[config.mk]
export PLATFORM = sky130hd
export DESIGN_NAME = pss_peak_detector_flat
export DESIGN_NICKNAME = d
export VERILOG_FILES = /design/src/rtl/pss_peak_detector_if.sv /design/src/rtl/pss_peak_detector.sv /design/src/flat_wrapper.sv
export SDC_FILE = /design/constraint.sdc
export NUM_CORES = 1
export LEC_CHECK = 0
export CAP_MARGIN = 20
export CORE_MARGIN = 1.5
export CORE_UTILIZATION = 44
export CTS_BUF_LIST = sky130_fd_sc_hd__clkbuf_4 sky130_fd_sc_hd__clkbuf_8 sky130_fd_sc_hd__clkbuf_16
export DETAILED_ROUTE_END_ITERATION = 12
export PLACE_DENSITY = 0.7
export SYNTH_ARGS = -nofsm -noshare
export SYNTH_HDL_FRONTEND = slang
export SYNTH_SLANG_ARGS = --single-unit
export TNS_END_PERCENT = 10
[constraint.sdc]
create_clock -name clk_i -period 4.2 [get_ports clk_i]
set_input_delay 1.05 -clock clk_i [delete_from_list [all_inputs] [get_ports clk_i]]
set_output_delay 1.05 -clock clk_i [all_outputs]
set_load 0.02 [all_outputs]
[src/rtl/pss_peak_detector_if.sv]
// pss_peak_detector_if: unsigned magnitude stream from the PSS correlator (no backpressure).
interface pss_peak_detector_if #(
    parameter int IN_DW = 32
);
    logic [IN_DW-1:0] tdata;
    logic             tvalid;
    modport master (output tdata, tvalid);
    modport slave  (input tdata, tvalid);
endinterface

[src/rtl/pss_peak_detector.sv]
// pss_peak_detector: reports each above-threshold local maximum once it has
// held for WINDOW_LEN following samples, with its sample index and value.
module pss_peak_detector #(
    parameter int IN_DW      = 32,
    parameter int CNT_DW     = 16,
    parameter int WINDOW_LEN = 64
) (
    input  logic                      clk_i,
    input  logic                      reset_i,
    pss_peak_detector_if.slave        s_axis_in,
    input  logic [IN_DW-1:0]          threshold_i,
    output logic                      peak_detected_o,
    output logic [IN_DW-1:0]          peak_value_o,
    output logic [CNT_DW-1:0]         peak_idx_o,
    output logic                      busy_o
);
    typedef enum logic {IDLE, TRACK} state_t;
    state_t            state, state_nxt;
    logic [IN_DW-1:0]  cand_value;
    logic [CNT_DW-1:0] cand_idx, idx, win_cnt;
    logic              load, win_inc, fire;
    assign busy_o = state == TRACK;
    // Ties never replace the candidate, so the earliest of equal samples wins.
    always_comb begin
        state_nxt = state;
        load      = 1'b0;
        win_inc   = 1'b0;
        fire      = 1'b0;
        if (s_axis_in.tvalid) begin
            if (state == IDLE) begin
                load      = s_axis_in.tdata > threshold_i;
                state_nxt = load ? TRACK : IDLE;
            end else if (s_axis_in.tdata > cand_value) begin
                load = 1'b1;
            end else if (win_cnt == CNT_DW'(WINDOW_LEN - 1)) begin
                fire      = 1'b1;
                state_nxt = IDLE;
            end else begin
                win_inc = 1'b1;
            end
        end
    end
    always_ff @(posedge clk_i) begin
        if (reset_i) begin
            state           <= IDLE;
            idx             <= '0;
            win_cnt         <= '0;
            cand_value      <= '0;
            cand_idx        <= '0;
            peak_detected_o <= 1'b0;
            peak_value_o    <= '0;
            peak_idx_o      <= '0;
        end else begin
            state           <= state_nxt;
            peak_detected_o <= fire;
            if (s_axis_in.tvalid)
                idx <= idx + 1'b1;
            if (load) begin
                cand_value <= s_axis_in.tdata;
                cand_idx   <= idx;
                win_cnt    <= '0;
            end else if (win_inc) begin
                win_cnt <= win_cnt + 1'b1;
            end
            if (fire) begin
                peak_value_o <= cand_value;
                peak_idx_o   <= cand_idx;
            end
        end
    end
endmodule

[src/flat_wrapper.sv]
// flat-port wrapper written by rule: the top's interface ports become plain ports
module pss_peak_detector_flat 
#(
    parameter int IN_DW      = 32,
    parameter int CNT_DW     = 16,
    parameter int WINDOW_LEN = 64
)
  (clk_i, reset_i, threshold_i, peak_detected_o, peak_value_o, peak_idx_o, busy_o, s_axis_in_tdata, s_axis_in_tvalid);
  pss_peak_detector_if #(.IN_DW(IN_DW)) s_axis_in_i ();
  input  logic clk_i;
  input  logic reset_i;
  input  logic [IN_DW-1:0] threshold_i;
  output logic peak_detected_o;
  output logic [IN_DW-1:0] peak_value_o;
  output logic [CNT_DW-1:0] peak_idx_o;
  output logic busy_o;
  input wire logic [$bits(s_axis_in_i.tdata)-1:0] s_axis_in_tdata;
  input wire logic [$bits(s_axis_in_i.tvalid)-1:0] s_axis_in_tvalid;
  assign s_axis_in_i.tdata = s_axis_in_tdata;
  assign s_axis_in_i.tvalid = s_axis_in_tvalid;
  pss_peak_detector #(.IN_DW(IN_DW), .CNT_DW(CNT_DW), .WINDOW_LEN(WINDOW_LEN)) u_core (.clk_i(clk_i), .reset_i(reset_i), .s_axis_in(s_axis_in_i), .threshold_i(threshold_i), .peak_detected_o(peak_detected_o), .peak_value_o(peak_value_o), .peak_idx_o(peak_idx_o), .busy_o(busy_o));
endmodule
Yosys cells after proc, flatten, opt, wreduce, memory -nomap -nowiden:

Index checks and enable logic that the tools add are counted.

* input port bits: 67
* register bits: 130
* word-level logic and storage cells: 28
* output and inout port bits: 50

* equality and inequality tests: 1
* $lt $le $gt $ge: 2
* reductions and logical operators: 1
* $add $sub $neg: 2
* muxes and demuxes: 14

Operator list (count)
* > comparator 32 bit: 2
* adder 16 x 1 -> 16 bit, second input constant: 2
* == test 16 x 6 -> 1 bit, second input constant: 1
* two-way mux 1 bit: 14
* OR reduction 2 bit: 1

Logic depth before layout (Yosys ltp):

Gate-level depths: netlist (run 1).

* depth after elaboration: 5
* mapped depth: 11
* gate-level depth less buffers: 9

Worst setup path before layout (run 1):

Ideal clock, no wire load.

* kind: input -> register
* start: input s_axis_in_tdata[13]
* end: register u_core.peak_value_o[10]
* data required time: 4.068 ns
* buffers on the path: 2
* arrival: 3.263 ns
* setup time: 0.132 ns
* path slack: 0.805 ns
* stages: 10
* cell sequence: ha_1 -> a21oi_1 -> o21ai_0 -> or3_1 -> o41a_1 -> or4_1 -> buf_2 -> buf_1 -> nand2_1 -> a21oi_1

* cells in the longest elaborated chain, start to end: 4

Ends and longest elaborated chain
* start: declaration: line flat_wrapper.sv:17 `input wire logic [$bits(s_axis_in_i.tdata)-1:0] s_axis_in_tdata;`
* > comparator 32 bit: line pss_peak_detector.sv:33 `end else if (s_axis_in.tdata > cand_value) begin`
* two-way mux 1 bit: line pss_peak_detector.sv:33
* two-way mux 1 bit: line pss_peak_detector.sv:30 `if (state == IDLE) begin`
* two-way mux 1 bit: line pss_peak_detector.sv:29 `if (s_axis_in.tvalid) begin`
* end signal: assignment: line pss_peak_detector.sv:66 `peak_value_o <= cand_value;`
* end: declaration: line pss_peak_detector.sv:13 `output logic [IN_DW-1:0] peak_value_o,`

No other way between the ends.
A chain may end at the register's enable or synchronous reset.

Worst setup path in the final report (run 1):

* start: input s_axis_in_tdata[11]
* end: register u_core.win_cnt[6]

* cells in the longest elaborated chain, start to end: 5
* elaborated cells between the ends (all ways): 9
* those cells by class: order compare: 2; mux: 6; reduce/logical: 1

Ends and longest elaborated chain
* > comparator 32 bit: line pss_peak_detector.sv:33
* two-way mux 1 bit: line pss_peak_detector.sv:33
* two-way mux 1 bit: line pss_peak_detector.sv:30
* two-way mux 1 bit: line pss_peak_detector.sv:29
* OR reduction 2 bit (no source line)
* end signal: assignment: line pss_peak_detector.sv:63 `win_cnt <= win_cnt + 1'b1;`
* end: declaration: line pss_peak_detector.sv:20 `logic [CNT_DW-1:0] cand_idx, idx, win_cnt;`

Parallel ways exist; a longest one is shown, timed or not.

==> results of run 1 <==
## stage by stage
| stage | setup TNS, ns | util (%) |
|---|---|---|
| CTS | 0 | 59.1 |
| detailed placement | -1.04 | 55.3 |
| finish | 0 | 59.3 |
| global route | 0 | 59.3 |
| floorplan | 0 | - |
| global placement | -0.585 | 55.3 |
## registers in the layout, summed over array words and instances, names as in the netlist
signal                  count
u_core.busy_o               1
u_core.idx                 16
u_core.cand_idx            16
u_core.cand_value          32
u_core.peak_value_o        32
u_core.peak_detected_o      1
u_core.peak_idx_o          16
u_core.win_cnt             16
## final cells by class
| class | count | area (um2) | share of cell area, % |
|---|---|---|---|
| clock inverter | 12 | 123 | 1.35 |
| inverter | 115 | 432 | 4.77 |
| multi-input combinational | 593 | 3660 | 40.4 |
| clock buffer | 20 | 460 | 5.09 |
| sequential | 130 | 2600 | 28.8 |
| timing repair buffer | 155 | 1510 | 16.7 |
| tap | 211 | 264 | 2.92 |
## synth_stat cells (3+ instances only)
| library cell | instances | area (um2) |
|---|---|---|
| dfxtp_1 | 130 | 2600 |
| a21oi_1 | 125 | 626 |
| nand2_1 | 118 | 443 |
| inv_1 | 115 | 432 |
| ha_1 | 66 | 826 |
| o21ai_0 | 60 | 300 |
| or3_1 | 52 | 325 |
| clkbuf_1 | 46 | 173 |
| nand4_1 | 28 | 175 |
| xnor2_1 | 22 | 193 |
| nor3_1 | 21 | 105 |
| nand3_1 | 19 | 95.1 |
| nor2_1 | 18 | 67.6 |
| nor4_1 | 9 | 56.3 |
| a211oi_1 | 7 | 52.6 |
| and3_1 | 7 | 43.8 |
| or4_1 | 7 | 52.6 |
| buf_2 | 5 | 25.0 |
| o31ai_1 | 4 | 30.0 |
| a21o_1 | 3 | 22.5 |
| a221oi_1 | 3 | 26.3 |
| nor2b_1 | 3 | 18.8 |
## kinds of logic after synthesis
kind of cell	after synthesis	share of synthesized area, %
simple gates	289	20.9
compound gates	215	17.0
buf+inv	168	9.26
flops	130	37.8
fa+ha+maj	66	12.0
xor+xnor	22	2.80
mux	1	0.145
## power by group through the flow
stage | sequential, W | combinational, W | clock [W]
floorplan | 0.00130 | 0.000243 | 0
global placement | 0.00131 | 0.000414 | 0
detailed placement | 0.00131 | 0.000420 | 0
CTS | 0.00128 | 0.000426 | 0.00147
global route | 0.00128 | 0.000487 | 0.00153
finish | 0.00128 | 0.000429 | 0.00145
## worst min-delay path, cell delays in order (launching register included)
cell and delay, ns:
dfxtp_1 0.30, nand2_1 0.05, a21oi_1 0.05
## layout by cell type (no fill, tap or decap), drive strengths merged, types with 2 or more instances in the layout
cell	Yosys	layout
a21oi	125	125
nor4	10	10
buf	7	40
nand3	19	19
a221oi	3	3
inv	115	121
o211ai	2	2
nor2b	3	3
xnor2	22	22
and3	7	7
clkdlybuf4s50	0	115
a21o	3	3
clkbuf	46	20
dfxtp	130	130
ha	66	66
a2111oi	2	2
nor2	18	18
or4	7	7
a211oi	7	7
nand4	28	28
or3	52	52
nor3	22	22
nand2	118	118
clkinv	0	3
and2	2	2
clkinvlp	0	2
o31ai	4	4
o21ai	61	61
## routing by layer
| metal | track usage, % | vias to the layer above |
|---|---|---|
| met5 | 0 | - |
| met4 | 5.68 | 0 |
| li1 | - | 3304 |
| met1 | 29.5 | 2976 |
| met2 | 35.1 | 135 |
| met3 | 4.92 | 11 |
## final timing paths
| kind | from | endpoint | slack [ns] | cells after the start |
|---|---|---|---|---|
| setup / recovery | s_axis_in_tdata[11] | u_core.win_cnt[6] | 0.36 | 11 |
| hold / removal | u_core.peak_idx_o[15] | u_core.peak_idx_o[15] | 0.45 | 2 |
| setup reg to reg | u_core.cand_value[11] | u_core.win_cnt[6] | 1.08 | 11 |
| hold reg to reg | u_core.peak_idx_o[15] | u_core.peak_idx_o[15] | 0.45 | 2 |
==> out/qor.csv, run 1 <==
metric,value,unit
VDD IR max,0.000309,V
CP peak stage delay,0.48,ns
Hold WC Path Type,reg -> reg,
Synth Flop Type,dfxtp_1,
first-pass GRT wire length,28600,um
status,completed,
CP max FO,14,
fillcell total,1428,
period utilisation layout,91.4,%
IO Count,117,
initial core utilization,45.1,%
Tmin final,3.84,ns
final clock skew,0.00912,ns
mapped cell area,6880,um2
crit path cell chain,clkdlybuf4s50_1 -> ha_1 -> nand4_1 -> nor4_2 -> buf_4 -> and2_1 -> o22ai_1 -> buf_4 -> or2_1 -> or4_1 -> a211oi_1,
nets@finish,1145,
Net Sw Frac,26.4,%
"Warnings, synthesis",0,
Clock Power Share,45.8,%
All-Layer GR Usage,21.8,%
Metal-1 WL,8210,um
Clk Tree Root Cell,clkbuf_16,
Critical Path Source Type,input port,
PnR worst setup slack,0.361,ns
WL met3,642,um
Gate power share,13.6,%
Worst-path clk slew,0.06,ns
number of diodes,0,
Flop pwr share,40.6,%
layout cell share with drive strength beyond 1,7.61,%
RSZ-0062 raised after global routing,no,
core area,15300,um2
"Hold Vio Cnt, Final",0,
RePlAce Congestion,0.828,
DRT Wirelength,16900,um
DR vias/cell,5.20,
post-DR wirelength/cell,13.7,um
Placement Setup Slack,-0.0942,ns
met2 wire length,7930,um
"Avg Cell Area, Syn",7.72,um2
switching pwr,0.000834,W
largest net degree at the start of global routing,106,
GRT Residual Overflow,0,
I/O Buffers,116,
full die area,16400,um2
die width,128,um
CP Data Required Time,4.53,ns
Slew headroom,60.9,%
Worst EP arrival,4.17,ns
cell mode on critical path,buf_4,
vias in the first global route,5940,
max_cap viols,0,
worst setup path class,in -> reg,
ANT nets after route,0,
standard-cell rows,45,
Mapped Cells,891,
Tightest Pin Transition,0.582,ns
post-layout instance area,9050,um2
Detail Placement HPWL,11600,um
"Cell Count, Final, Fillers Out",1236,
Die Height,128,um
slowest CP cell,or4_1,
CTS H-tree depth,4,
area growth from synthesis to layout,31.5,%
clock latency on the worst-skew pair,0.42,ns
f_max,0.260,GHz
worst path buffer plus inverter count,3,
asr flop ratio synth,0,%
post-cts resize count,0,
P_leak,3.41,nW
CTS Hold Bufs,0,
antenna violations before repair,0,
Post-Syn Nets,1024,
CTS buffer count,17,
DRC,0,
critical path endpoint category,flop,
Worst path top cell family by delay,simple AND/OR/NAND/NOR gates,
clock sink count,130,
Seq cells post-synth,130,
CTS Buffer Depth,2,
placed cell areas,8430,um2
final setup fails,0,
Post-CTS Setup Inserts,0,
max-slew violation count,0,
Pint,0.00232,W
Post-synth EDFFs,0,
Iteration-0 DRC Markers,336,
vias,6426,
placed cells,1202,
CTS tree,yes,
pwr dens,348,nW/um2
1st-pass router iterations,5,
post-synthesis cell type count,41,
sequential area share after synthesis,37.8,%
top layer in use,met4,
Min Hold Slack,0.448,ns
overall power,0.00315,W
Note: power is estimated with default switching activity, not from simulation.
==> run 2, diff against run 1 <==
--- a/config.mk
+++ b/config.mk
@@ -11,6 +11,7 @@
 export CTS_BUF_LIST = sky130_fd_sc_hd__clkbuf_4 sky130_fd_sc_hd__clkbuf_8 sky130_fd_sc_hd__clkbuf_16
 export DETAILED_ROUTE_END_ITERATION = 12
 export PLACE_DENSITY = 0.7
+export SLEW_MARGIN = 20
 export SYNTH_ARGS = -nofsm -noshare
 export SYNTH_HDL_FRONTEND = slang
 export SYNTH_SLANG_ARGS = --single-unit
==> out/qor.csv, run 2 (synthesis results as in run 1) <==
metric,value,unit,change
number of diodes,0,,unchanged
Worst-path clk slew,0.06,ns,about the same
area of the multi-input gates,3660,um2,about the same
ANT nets after route,0,,unchanged
Setup TNS,0,ns,unchanged
CTS Buffer Depth,2,,unchanged
nets@finish,1144,,-0.087%
full die area,16400,um2,unchanged
Die Height,128,um,unchanged
P_leak,3.41,nW,-0.15%
Post-CTS Setup Inserts,0,,unchanged
CTS tree,yes,,
All-Layer GR Usage,21.8,%,unchanged
Iteration-0 DRC Markers,410,,+22%
critical path endpoint category,flop,,
max-slew violation count,0,,unchanged
I/O Buffers,116,,unchanged
Clk Tree Root Cell,clkbuf_16,,
vias in the first global route,5940,,unchanged
Hold Crit Start,u_core.peak_idx_o[2],,
Slew headroom,53.8,%,-7.0 points
Hold Crit Endpoint,u_core.peak_idx_o[2],,
max_cap viols,0,,unchanged
die width,128,um,unchanged
Critical R2R Launch,u_core.cand_value[11],,
clock latency on the worst-skew pair,0.42,ns,about the same
Tightest Pin Transition,0.692,ns,+0.110 ns
"Hold Vio Cnt, Final",0,,unchanged
GRT Residual Overflow,0,,unchanged
layout cell share with drive strength beyond 1,7.62,%,about the same
placed cell areas,8430,um2,unchanged
Hold WC Path Type,reg -> reg,,
CP Data Required Time,4.53,ns,about the same
first-pass GRT wire length,28600,um,unchanged
fillcell total,1430,,+0.14%
Hold Crit Depth,2,,unchanged
1st-pass router iterations,5,,unchanged
Tmin final,3.82,ns,-0.0168 ns
Sequential Area,2600,um2,unchanged
"commonest non-fill, non-tap cell in the layout",dfxtp_1,,
CTS H-tree depth,4,,unchanged
RR Endpoint,u_core.win_cnt[6],,
period utilisation layout,91.0,%,-0.40 points
final clock skew,0.00936,ns,+0.000241 ns
post-layout instance area,9040,um2,about the same
RePlAce Congestion,0.828,,unchanged
R2R cell count,11,,unchanged
initial core utilization,45.1,%,unchanged
standard-cell rows,45,,unchanged
RSZ-0062 raised after global routing,no,,
VDD IR max,0.000309,V,about the same
post-DR wirelength/cell,13.7,um,+0.34%
core area,15300,um2,unchanged
final setup fails,0,,unchanged
area growth from synthesis to layout,31.5,%,about the same
Critical Path Source Type,input port,,
post-layout util,59.3,%,about the same
antenna violations before repair,0,,unchanged
f_max,0.262,GHz,+0.44%
status,completed,,
largest net degree at the start of global routing,106,,unchanged
CP max FO,14,,unchanged
CTS buffer count,17,,unchanged
Worst EP arrival,4.15,ns,-0.02 ns
post-cts resize count,0,,unchanged
DRC,0,,unchanged
internal reg-to-reg setup slack,1.09,ns,about the same
most frequent cells in the layout,"dfxtp_1, a21oi_1, nand2_1, clkdlybuf4s50_1, inv_1",,
IO Count,117,,unchanged
pwr dens,349,nW/um2,about the same
vias,6392,,-0.53%
DR vias/cell,5.18,,-0.45%
Top Registers,"u_core.cand_value x32, u_core.peak_value_o x32",,
Detail Placement HPWL,11600,um,unchanged
CTS Hold Bufs,0,,unchanged
clock sink count,130,,unchanged
worst setup path class,in -> reg,,
DRT Wirelength,17000,um,+0.26%
## run 2: cell type report
class                           instances  share of cell area (%)
Multi-Input combinational cell        593                    40.5
Sequential cell                       130                    28.8
Timing Repair Buffer                  154                    16.6
Clock buffer                           20                    5.09
Inverter                              115                    4.77
Tap cell                              211                    2.92
Clock inverter                         12                    1.36
## run 2: through the flow
stage                     hold WS [ns]  cells  setup WS, ns  power, W
final                            0.449   1235         0.378   0.00315
after floorplan                  0.433    891         0.805   0.00154
after global routing             0.469   1235         0.224   0.00330
after CTS                        0.451   1234         0.340   0.00318
after global placement           0.438   1202       -0.0427   0.00172
after detailed placement         0.444   1202       -0.0942   0.00173
## run 2: power by group
part	internal (W)	switching [W]	total [W]	leakage [nW]
Sequential	0.00126	0.0000193	0.00128	1.05
Clock	0.000866	0.000580	0.00145	0.284
Combinational	0.000193	0.000235	0.000428	2.07
## run 2: how the worst max path moves through the flow
stage	from	end	slack [ns]	depth (start not counted)
floorplan	s_axis_in_tdata[13]	u_core.peak_value_o[10]	0.80	10
global placement	s_axis_in_tdata[31]	u_core.win_cnt[8]	-0.04	10
detailed placement	s_axis_in_tdata[9]	u_core.win_cnt[3]	-0.09	10
CTS	s_axis_in_tdata[9]	u_core.win_cnt[5]	0.34	10
global route	s_axis_in_tdata[9]	u_core.win_cnt[6]	0.22	11
finish	s_axis_in_tdata[11]	u_core.win_cnt[6]	0.38	11
## run 2: critical path, stage by stage
cell             delay (ns)
clkdlybuf4s50_1        0.45
ha_1                   0.36
nand4_1                0.22
nor4_2                 0.31
buf_4                  0.17
and2_1                 0.12
o22ai_1                0.18
buf_4                  0.25
or2_1                  0.30
or4_1                  0.48
a211oi_1               0.24
## run 2: per-layer routing
metal  global-route usage [%]  vias up  routed length (um)
met4                     5.68        0                 146
met5                        0        -                   0
met1                     29.5     2943                8130
met3                     4.92       12                 716
met2                     35.1      138                7980
li1                         -     3299                   -
==> run 3, diff against run 2 <==
--- a/config.mk
+++ b/config.mk
@@ -10,6 +10,7 @@
 export CORE_UTILIZATION = 44
 export CTS_BUF_LIST = sky130_fd_sc_hd__clkbuf_4 sky130_fd_sc_hd__clkbuf_8 sky130_fd_sc_hd__clkbuf_16
 export DETAILED_ROUTE_END_ITERATION = 12
+export GPL_TIMING_DRIVEN = 0
 export PLACE_DENSITY = 0.7
 export SLEW_MARGIN = 20
 export SYNTH_ARGS = -nofsm -noshare
==> out/qor.csv, run 3 (synthesis results as in run 1) <==
metric,value,unit,change
status,completed,,
post-DR wirelength/cell,14.5,um,+5.4%
vias in the first global route,6251,,+5.2%
pwr dens,357,nW/um2,+2.4%
Die Height,128,um,unchanged
post-layout util,58.8,%,-0.48 points
worst setup path class,in -> reg,,
initial core utilization,45.1,%,unchanged
RSZ-0062 raised after global routing,no,,
All-Layer GR Usage,23.5,%,+1.7 points
standard-cell rows,45,,unchanged
Tmin final,4.03,ns,+0.203 ns
GRT Residual Overflow,0,,unchanged
DRC,0,,unchanged
P_leak,3.33,nW,-2.4%
area growth from synthesis to layout,30.4,%,
IO Count,117,,unchanged
CP Data Required Time,4.47,ns,-0.06 ns
Min Hold Slack,0.449,ns,+0.000109 ns
max_cap viols,0,,unchanged
first-pass GRT wire length,30600,um,+6.7%
DR vias/cell,5.15,,-0.50%
full die area,16400,um2,unchanged
CTS Hold Bufs,0,,unchanged
final setup fails,0,,unchanged
critical path endpoint category,flop,,
Detail Placement HPWL,13500,um,+16%
number of diodes,0,,unchanged
layout cell share with drive strength beyond 1,4.81,%,-2.8 points
CTS tree,yes,,
antenna violations before repair,0,,unchanged
Slew headroom,40.0,%,-14 points
max-slew violation count,0,,unchanged
largest net degree at the start of global routing,17,,-84%
core area,15300,um2,unchanged
ANT nets after route,0,,unchanged
DRT Wirelength,18100,um,+6.7%
placed cell areas,8300,um2,-1.5%
RePlAce Congestion,0.866,,+4.6%
"Cell Count, Final, Fillers Out",1250,,+1.2%
I/O Buffers,115,,-0.86%
Hold WC Path Type,reg -> reg,,
Worst-path clk slew,0.06,ns,about the same
Worst EP arrival,4.30,ns,+0.15 ns
clock latency on the worst-skew pair,0.43,ns,about the same
Tightest Pin Transition,0.900,ns,+0.209 ns
most frequent cells in the layout,"dfxtp_1, a21oi_1, nand2_1, inv_1, clkdlybuf4s50_1",,
placed cells,1217,,+1.2%
"Hold Vio Cnt, Final",0,,unchanged
VDD IR max,0.000273,V,-12%
nets@finish,1159,,+1.3%
CP max FO,10,,-4
CTS buffer count,17,,unchanged
Iteration-0 DRC Markers,310,,-24%
Top Registers,"u_core.cand_value x32, u_core.peak_value_o x32",,
period utilisation layout,95.8,%,+4.8 points
CTS H-tree depth,4,,unchanged
f_max,0.248,GHz,-5.0%
1st-pass router iterations,4,,-1
post-layout instance area,8970,um2,-0.80%
Critical Path Source Type,input port,,
Clk Tree Root Cell,clkbuf_16,,
CTS Buffer Depth,2,,unchanged
clock sink count,130,,unchanged
die width,128,um,unchanged
vias,6437,,+0.70%
final clock skew,0.0115,ns,+0.00213 ns
"commonest non-fill, non-tap cell in the layout",dfxtp_1,,
Setup TNS,0,ns,unchanged
-- run 3: where the power goes --
group	internal (W)	total (W)	switching [W]
sequential	0.00126	0.00128	0.0000210
combinational	0.000175	0.000424	0.000248
clock	0.000915	0.00150	0.000582
-- run 3: repair_timing --
item / in CTS / in global routing
endpoints found under the setup margin: 46 / 64
gates resized for setup: 2 / 20
pin swaps: 0 / 1
buffers inserted: 0 / 1
-- run 3: per-stage QoR --
| step | setup slack [ns] | power (W) |
|---|---|---|
| global route | 0.0170 | 0.00335 |
| detailed placement | -0.569 | 0.00172 |
| global placement | -0.600 | 0.00171 |
| floorplan | 0.805 | 0.00154 |
| CTS | 0.0186 | 0.00321 |
| finish | 0.175 | 0.00320 |
-- run 3: worst paths after layout --
| check | from | end | slack (ns) | depth (start not counted) |
|---|---|---|---|---|
| worst max-delay path | s_axis_in_tdata[10] | u_core.cand_idx[14] | 0.17 | 11 |
| worst min-delay path | u_core.peak_idx_o[6] | u_core.peak_idx_o[6] | 0.45 | 2 |
| worst min register to register | u_core.peak_idx_o[6] | u_core.peak_idx_o[6] | 0.45 | 2 |
| worst max register to register | u_core.cand_value[15] | u_core.cand_idx[14] | 0.93 | 11 |
-- run 3: layer usage --
metal | wire length, um | up-vias | part of all wire, % | global-route usage, %
li1 | - | 3350 | - | -
met1 | 8800 | 2927 | 49 | 31.1
met2 | 8200 | 142 | 45 | 37.7
met3 | 895 | 18 | 4.9 | 5.59
met4 | 210 | 0 | 1.2 | 7.67
met5 | 0 | - | 0 | 0
-- run 3: layout make-up --
cell class              instances  area (um2)
inverters                     115         432
clock inverters                13         151
fillers                      1402        6290
multi-input cells             593        3690
repair buffers                116        1160
well taps                     211         264
plain buffers                  53         223
flip-flops and latches        130        2600
clock buffers                  19         453
-- run 3: worst max-delay path, cell delays in order --
cell	delay, ns
clkdlybuf4s50_1	0.49
ha_1	0.36
nand4_1	0.22
nor4_4	0.09
a211o_1	0.29
o22ai_1	0.68
o32ai_4	0.29
clkbuf_4	0.27
clkbuf_1	0.22
o21ai_0	0.22
a21oi_1	0.09
